$ cat src/rtl/aes_core_arbiter.sv
// aes_core_arbiter: round-robin arbiter sharing one AES core between two requesters.
// Build option: define AES_ARB_TIMEOUT_EN to abort a stuck core job with resp*_err=1.
module aes_core_arbiter #(
    parameter int DATA_W      = 128,
    parameter int TIMEOUT_CYC = 64,
    parameter int CNT_W       = 8
) (
    input  logic              clk,
    input  logic              rst,
    input  logic              req0_valid,
    output logic              req0_ready,
    input  logic [DATA_W-1:0] req0_state,
    input  logic [DATA_W-1:0] req0_key,
    output logic              resp0_valid,
    input  logic              resp0_ready,
    output logic [DATA_W-1:0] resp0_data,
    output logic              resp0_err,
    input  logic              req1_valid,
    output logic              req1_ready,
    input  logic [DATA_W-1:0] req1_state,
    input  logic [DATA_W-1:0] req1_key,
    output logic              resp1_valid,
    input  logic              resp1_ready,
    output logic [DATA_W-1:0] resp1_data,
    output logic              resp1_err,
    output logic              core_start,
    output logic [DATA_W-1:0] core_state,
    output logic [DATA_W-1:0] core_key,
    input  logic              core_done,
    input  logic [DATA_W-1:0] core_out,
    output logic              busy
);

    typedef enum logic [1:0] {IDLE, ISSUE, WAIT, RESP} state_t;

    state_t            state;
    state_t            state_nxt;
    logic              last_grant;
    logic              owner;
    logic              grant;
    logic              accept;
    logic              xfer;
    logic              timeout_hit;
    logic [DATA_W-1:0] cap_state;
    logic [DATA_W-1:0] cap_key;
    logic [DATA_W-1:0] result;

    // The watchdog counter must be able to reach TIMEOUT_CYC.
    if (TIMEOUT_CYC >= (1 << CNT_W)) begin : g_cnt_w_too_small
    end

    always_comb begin
        grant  = (req0_valid && req1_valid) ? ~last_grant : ~req0_valid;
        accept = (state == IDLE) && (req0_valid || req1_valid);
        xfer   = (state == RESP) && (owner ? resp1_ready : resp0_ready);
    end

`ifdef AES_ARB_TIMEOUT_EN
    logic [CNT_W-1:0] wait_cnt;
    logic             err_q;

    always_ff @(posedge clk or negedge rst) begin
        if (!rst) begin
            wait_cnt <= '0;
        end else if (state == WAIT) begin
            wait_cnt <= wait_cnt + CNT_W'(1);
        end else begin
            wait_cnt <= '0;
        end
    end

    // A core_done landing on the last WAIT cycle beats the abort.
    assign timeout_hit = (state == WAIT) && !core_done &&
                         (wait_cnt == CNT_W'(TIMEOUT_CYC - 1));

    always_ff @(posedge clk or negedge rst) begin
        if (!rst) begin
            err_q <= 1'b0;
        end else if (accept) begin
            err_q <= 1'b0;
        end else if (timeout_hit) begin
            err_q <= 1'b1;
        end
    end

    assign resp0_err = resp0_valid & err_q;
    assign resp1_err = resp1_valid & err_q;
`else
    assign timeout_hit = 1'b0;
    assign resp0_err   = 1'b0;
    assign resp1_err   = 1'b0;
`endif

    always_ff @(posedge clk or negedge rst) begin
        if (!rst) begin
            state <= IDLE;
        end else begin
            state <= state_nxt;
        end
    end

    always_comb begin
        state_nxt = state;
        case (state)
            IDLE:    if (accept) state_nxt = ISSUE;
            ISSUE:   state_nxt = WAIT;
            WAIT:    if (core_done || timeout_hit) state_nxt = RESP;
            RESP:    if (xfer) state_nxt = IDLE;
            default: state_nxt = IDLE;
        endcase
    end

    always_ff @(posedge clk or negedge rst) begin
        if (!rst) begin
            last_grant <= 1'b1;
            owner      <= 1'b0;
            cap_state  <= '0;
            cap_key    <= '0;
            result     <= '0;
        end else begin
            if (accept) begin
                owner     <= grant;
                cap_state <= grant ? req1_state : req0_state;
                cap_key   <= grant ? req1_key : req0_key;
            end
            if (state == WAIT && core_done) begin
                result <= core_out;
            end else if (timeout_hit) begin
                result <= '0;
            end
            if (xfer) begin
                last_grant <= owner;
            end
        end
    end

    // Ready is gated by rst so nothing handshakes while reset is held.
    always_comb begin
        busy        = (state != IDLE);
        core_start  = (state == ISSUE);
        req0_ready  = rst && accept && !grant;
        req1_ready  = rst && accept && grant;
        core_state  = '0;
        core_key    = '0;
        if (state == ISSUE || state == WAIT) begin
            core_state = cap_state;
            core_key   = cap_key;
        end
        resp0_valid = (state == RESP) && !owner;
        resp1_valid = (state == RESP) && owner;
        resp0_data  = resp0_valid ? result : '0;
        resp1_data  = resp1_valid ? result : '0;
    end

endmodule

$ cat config.mk
export PLATFORM = sky130hd
export DESIGN_NAME = aes_core_arbiter
export DESIGN_NICKNAME = d
export VERILOG_FILES = /design/src/rtl/aes_core_arbiter.sv
export SDC_FILE = /design/constraint.sdc
export NUM_CORES = 1
export LEC_CHECK = 0
export ABC_AREA = 0
export CAP_MARGIN = 20
export CORE_AREA = 2 2 461 463
export CTS_BUF_LIST = sky130_fd_sc_hd__clkbuf_2 sky130_fd_sc_hd__clkbuf_4 sky130_fd_sc_hd__clkbuf_8
export CTS_CLUSTER_SIZE = 10
export DETAILED_ROUTE_END_ITERATION = 16
export DIE_AREA = 0 0 463 465
export PLACE_DENSITY_LB_ADDON = 0.05
export SETUP_SLACK_MARGIN = 0.4
export SYNTH_ARGS = -nofsm -noshare
export SYNTH_HDL_FRONTEND = slang
export SYNTH_SLANG_ARGS = --single-unit
$ cat constraint.sdc
create_clock -name clk -period 3.6 [get_ports clk]
set_clock_uncertainty 0.15 [all_clocks]
set_input_delay 1.08 -clock clk [delete_from_list [all_inputs] [get_ports clk]]
set_output_delay 1.08 -clock clk [all_outputs]
set_load 0.01 [all_outputs]
Word level (Yosys, flattened, before mapping)
Index checks and enable logic that the tools add are counted.

Register bits after elaboration: 388. Bits of input ports: 647. Output and inout bits: 520. Word-level logic and storage cells: 42.

Equality and inequality tests: 6. Mux-type cells: 12. Bitwise operators: 2. Reduce and logical (&&, ||, !) cells: 16.

Operators by type and width (number): $mux W128 (6); $logic_and A1 B1 Y1 (9); $pmux W2 S4 (1); $mux W2 (3); $ne A2 B2 Y1 const B (3); $eq A2 B2 Y1 const B (2); $reduce_and A3 Y1 (1); $eq A2 B1 Y1 const B (1); $logic_not A1 Y1 (2); $logic_not A2 Y1 (1); $logic_or A1 B1 Y1 (2); $mux W1 (2); $not A1 Y1 (2); $reduce_bool A2 Y1 (1).

Longest topological paths before layout
Depth in word-level cells: 4. Mapped depth: 8. Depth with buffers taken out: 5.

Worst setup path before layout
Ideal clock, no wire load.

Path type: input port to output port. Start: input req0_valid. End: output req0_ready. Arrival: 1.905 ns. Data required time: 2.370 ns. Setup slack: 0.465 ns. Cell stages on the path: 6. Buffers on the path: 3. Cell sequence: buf_4 o21a_2 buf_6 buf_6 nand2_1 nor3_1.

Longest elaborated chain between the ends: 4. Elaborated cells between the ends (all ways): 8. Those cells by class: mux: 1; bitwise: 1; reduce/logical: 6.

RTL lines: start, declared (RTL line 10) `input logic req0_valid,`; $logic_and A1 B1 Y1 (tied with other cells) (RTL line 53) `grant = (req0_valid && req1_valid) ? ~last_grant : ~req0_valid;`; $mux W1 / $logic_and A1 B1 Y1 (equally long branches) (RTL line 53, 54); $logic_not A1 Y1 / $logic_and A1 B1 Y1 (equally long branches) (RTL line 141) `req0_ready = rst && accept && !grant;`; $logic_and A1 B1 Y1 * (RTL line 141); end, declared (RTL line 11) `output logic req0_ready,`.

Mark *: on every way between the ends. The rest lies on a longest branch, timed or not.

Final worst setup path
Start: register state[0]. End: output resp0_data[82].

Longest elaborated chain between the ends: 3.

RTL lines: start, declared (RTL line 36) `state_t state;`; start signal, assigned (RTL line 98) `state <= state_nxt;`; $eq A2 B2 Y1 (RTL line 149) `resp0_valid = (state == RESP) && !owner;`; $logic_and A1 B1 Y1 (RTL line 149); $mux W128 (RTL line 151) `resp0_data = resp0_valid ? result : '0;`; end, declared (RTL line 16) `output logic [DATA_W-1:0] resp0_data,`.

Every way passes these cells.

==> results.rst <==
.. list-table::
   :header-rows: 1

   * - Metric
     - Value
   * - Post-synth top area share
     - 46.0%
   * - Horizontal extent of the die
     - 463 microns
   * - Violations in the final reports
     - setup timing
   * - Fraction of the yosys area taken by sequential cells
     - 46.1%
   * - Detailed-placement wirelength estimate
     - 115000 microns
   * - Fraction of layout cells with a size suffix above 1
     - 43.9%
   * - Count of fill cells added during filler insertion
     - 23300
   * - Gpl congestion
     - 0.753
   * - Deepest level of the CTS H-tree
     - 3
   * - Post-route minimum period
     - 3.80 ns
   * - Count of state elements after synthesis
     - 388
   * - Number of CTS-inserted buffers
     - 101
   * - Antenna violations before repair
     - 97
   * - Gr ovfl total
     - 0
   * - Via-per-instance ratio
     - 3.62
   * - Kind of start point of the critical path
     - flip-flop
   * - Minimum setup slack among reg-to-reg paths
     - 0.90 ns
   * - Residual antenna-violating net count after detailed routing
     - 0
   * - Routed length per instance
     - 26.1 microns
   * - Worst slew pin tran
     - 1.11 ns
   * - Area delta synth->final
     - 112%
   * - Number of hold-repair buffers added at the cts stage
     - 0
   * - Clock latency at the later pin of the worst-skew pair
     - 0.82 ns
   * - Max-slew headroom
     - 25.9%
   * - EDFF count, synth
     - 0
   * - Core Box Area
     - 211000 sq um
   * - Type of the worst setup path
     - flip-flop to output port
   * - Critical path data arrival time
     - 2.57 ns
   * - Register clock-pin slew on the reported worst setup and hold paths
     - 0.06 ns
   * - Number of top-level pins
     - 1167
   * - Global-route wire length before repair
     - 227000 microns
   * - Period Utilization, post-route
     - 105%
   * - Pin count of the biggest net entering global routing
     - 182
   * - Biggest area consumer among synthesized cells
     - sky130_fd_sc_hd__dfrtp_1
   * - Sequential cell area
     - 9720 sq um
   * - Max Clk Rate
     - 0.263 GHz
   * - Initial core utilization
     - 9.99%
   * - Total area of multi-input combinational cells
     - 11500 sq um
   * - Max capacitance violation total
     - 0
   * - RSZ-0062 raised after global routing
     - true
   * - Pleak
     - 18.4 nW
   * - Max-slew violation count
     - 0
   * - Area of the die
     - 215000 sq um
   * - Post-route core utilization
     - 21.2%
   * - Num rows
     - 169
   * - Overall track demand over capacity in global routing
     - 15.2%
   * - Total number of vias
     - 24000
   * - Data required time at the worst endpoint
     - 2.37 ns
   * - YS warnings
     - 0
   * - Flip-flop cell with the highest count after synthesis
     - sky130_fd_sc_hd__dfrtp_1
   * - Proportion of synthesized flip-flops having asynchronous set or reset
     - 100%
   * - Post-route worst setup slack
     - -0.196 ns
   * - Die Y-Extent
     - 465 microns
   * - Clock sinks
     - 388
   * - Post-Syn Instances
     - 2344
   * - Root buffer cell
     - sky130_fd_sc_hd__clkbuf_8
   * - Number of unique standard cell types used by synthesis
     - 31
   * - Detailed-router iteration count before antenna repair
     - 5
   * - Number of hold violations in the final report
     - 0
   * - Total routed wirelength
     - 173000 microns
   * - Iter 0 DRT Violations
     - 821
   * - Number of setup violations in the final report
     - 413
   * - Buffers on Ports
     - 1164
   * - Worst min-delay path category
     - primary input to async pin
   * - Vias in the first global route
     - 25000
   * - Average cell area after synthesis
     - 8.98 sq um
   * - Drt drc
     - 0
   * - Cell types occupying the most area after synthesis
     - sky130_fd_sc_hd__dfrtp_1, sky130_fd_sc_hd__and2_1, sky130_fd_sc_hd__a31oi_1
   * - Maximum buffer depth of the clock tree
     - 3
   * - Kind of end point of the critical path
     - output port
   * - Power per standard cell area
     - 1060 nW/um^2
   * - Post-synth design cell area
     - 21100 sq um
   * - CP max FO
     - 6
   * - TritonCTS clock tree
     - built
   * - Post-layout power
     - 47.5 mW
   * - Net count, final
     - 4357
   * - Worst-case vdd ir drop
     - 443 uV
   * - Result of the run
     - complete, but fails checks
==> per-layer routing <==
layer	part of all wire (%)	vias up	global-route usage, %	routed length (microns)
li1	-	11000	-	-
met1	39	11700	17.0	68300
met2	48	936	25.4	82800
met3	9.4	303	6.98	16200
met4	3.0	102	5.30	5150
met5	0.37	-	0	642
==> timing repair <==
| action | 4_1_cts | 5_1_grt |
|---|---|---|
| setup endpoints to repair | 518 | 518 |
| pin swaps | 33 | 20 |
| gates resized for setup | 2388 | 1135 |
| cloned | 42 | 20 |
| buffers inserted | 124 | 88 |
==> cells by family (layout without fill, tap and decap cells) <==
family | after synthesis | count (layout) | share of synthesized area (%)
fa+ha+maj | 4 | 4 | 0.238
flops | 388 | 388 | 46.1
other cells | 1 | 28 | 0.0178
mux | 130 | 130 | 6.95
simple gates | 1039 | 1039 | 26.2
buf+inv | 264 | 1698 | 6.61
compound gates | 518 | 518 | 13.9
==> placed cells by master (no fill, tap or decap), types with 2 or more instances in the layout <==
cell type / Yosys / routed
sky130_fd_sc_hd__clkbuf_16: 0 / 17
sky130_fd_sc_hd__and3_1: 128 / 30
sky130_fd_sc_hd__buf_16: 0 / 54
sky130_fd_sc_hd__diode_2: 0 / 26
sky130_fd_sc_hd__dfrtp_1: 387 / 384
sky130_fd_sc_hd__o21ai_0: 208 / 208
sky130_fd_sc_hd__dlymetal6s2s_1: 0 / 5
sky130_fd_sc_hd__and2_1: 385 / 15
sky130_fd_sc_hd__buf_12: 0 / 80
sky130_fd_sc_hd__ha_4: 0 / 2
sky130_fd_sc_hd__buf_2: 94 / 17
sky130_fd_sc_hd__nand3_1: 256 / 256
sky130_fd_sc_hd__nand2_4: 0 / 2
sky130_fd_sc_hd__a21oi_1: 3 / 3
sky130_fd_sc_hd__nor2_1: 262 / 261
sky130_fd_sc_hd__clkdlybuf4s50_1: 0 / 643
sky130_fd_sc_hd__conb_1: 1 / 2
sky130_fd_sc_hd__inv_8: 0 / 3
sky130_fd_sc_hd__clkbuf_8: 0 / 120
sky130_fd_sc_hd__inv_6: 0 / 3
sky130_fd_sc_hd__buf_6: 29 / 567
sky130_fd_sc_hd__nor2b_4: 0 / 2
sky130_fd_sc_hd__mux2_2: 128 / 128
sky130_fd_sc_hd__clkinv_2: 0 / 3
sky130_fd_sc_hd__clkbuf_2: 20 / 21
sky130_fd_sc_hd__inv_2: 1 / 2
sky130_fd_sc_hd__and2_4: 0 / 370
sky130_fd_sc_hd__buf_4: 9 / 74
sky130_fd_sc_hd__ha_1: 4 / 2
sky130_fd_sc_hd__a31oi_1: 256 / 256
sky130_fd_sc_hd__buf_8: 0 / 35
sky130_fd_sc_hd__inv_1: 4 / 2
sky130_fd_sc_hd__and3_4: 0 / 98
sky130_fd_sc_hd__nand2_1: 4 / 2
sky130_fd_sc_hd__dfrtp_2: 0 / 2
sky130_fd_sc_hd__clkbuf_4: 2 / 49
sky130_fd_sc_hd__o21ai_1: 48 / 48
==> metrics by stage <==
stage / worst slack [ns] / std cells / setup TNS, ns / instance area, sq um / hold slack, ns
global placement: -0.761 / 6150 / -38.42 / 36000 / 0.356
finish: -0.196 / 6626 / -34.83 / 44600 / 0.221
CTS: -0.480 / 6492 / -141.32 / 41300 / 0.104
detailed placement: -0.752 / 6150 / -49.06 / 36000 / 0.352
floorplan: 0.465 / 2345 / 0 / 21100 / 0.336
global route: -0.355 / 6615 / -110.16 / 44600 / 0.183
==> cells in the mapped netlist, drive strengths merged, types with 2 or more instances <==
| cell type | count |
|---|---|
| a21oi | 3 |
| a31oi | 256 |
| and2 | 385 |
| and3 | 128 |
| buf | 151 |
| clkbuf | 108 |
| dfrtp | 387 |
| ha | 4 |
| inv | 5 |
| mux2 | 129 |
| nand2 | 4 |
| nand3 | 256 |
| nor2 | 262 |
| nor2b | 2 |
| o21ai | 256 |
==> final cells by class <==
cell class,instances,share of cell area [%]
Inverter,5,0.0589
Clock inverter,10,0.227
Sequential cell,388,21.8
Multi-Input combinational cell,1693,25.7
Tap cell,2821,7.91
Clock buffer,166,4.48
Timing Repair Buffer,1517,39.7
Antenna cell,26,0.146
==> critical path, stage by stage (launching register included) <==
cell and delay, ns:
sky130_fd_sc_hd__dfrtp_2 0.44, sky130_fd_sc_hd__ha_4 0.18, sky130_fd_sc_hd__nor2b_4 0.13, sky130_fd_sc_hd__buf_12 0.13, sky130_fd_sc_hd__buf_6 0.11, sky130_fd_sc_hd__buf_8 0.12, sky130_fd_sc_hd__buf_16 0.14, sky130_fd_sc_hd__buf_8 0.12
sky130_fd_sc_hd__buf_6 0.10, sky130_fd_sc_hd__and2_4 0.14, sky130_fd_sc_hd__buf_6 0.11
==> registers in the layout (all words and copies together), names as in the netlist <==
register and flops:
last_grant 1, cap_state 128, owner 1, cap_key 128, state 2, result 128
==> worst paths after layout <==
| check | from | end | cells after the start |
|---|---|---|---|
| setup / recovery | state[0]$_DFFE_PN0P_ | resp0_data[82] | 10 |
| max in group asynchronous | rst | owner$_DFFE_PN0P_ | 3 |
| hold reg to reg | result[71]$_DFFE_PN0P_ | result[71]$_DFFE_PN0P_ | 1 |
| min in group clk | result[71]$_DFFE_PN0P_ | result[71]$_DFFE_PN0P_ | 1 |
| setup reg to reg | state[0]$_DFFE_PN0P_ | cap_key[47]$_DFFE_PN0P_ | 8 |
| hold / removal | rst | cap_state[65]$_DFFE_PN0P_ | 2 |
==> power by group <==
| group | internal (mW) | total, mW | switching [mW] |
|---|---|---|---|
| registers | 6.63 | 8.24 | 1.61 |
| clock network | 3.54 | 6.28 | 2.74 |
| logic | 19.1 | 32.9 | 13.8 |
| total | 29.3 | 47.5 | 18.2 |
No activity file was read; power rests on OpenSTA's default activity.
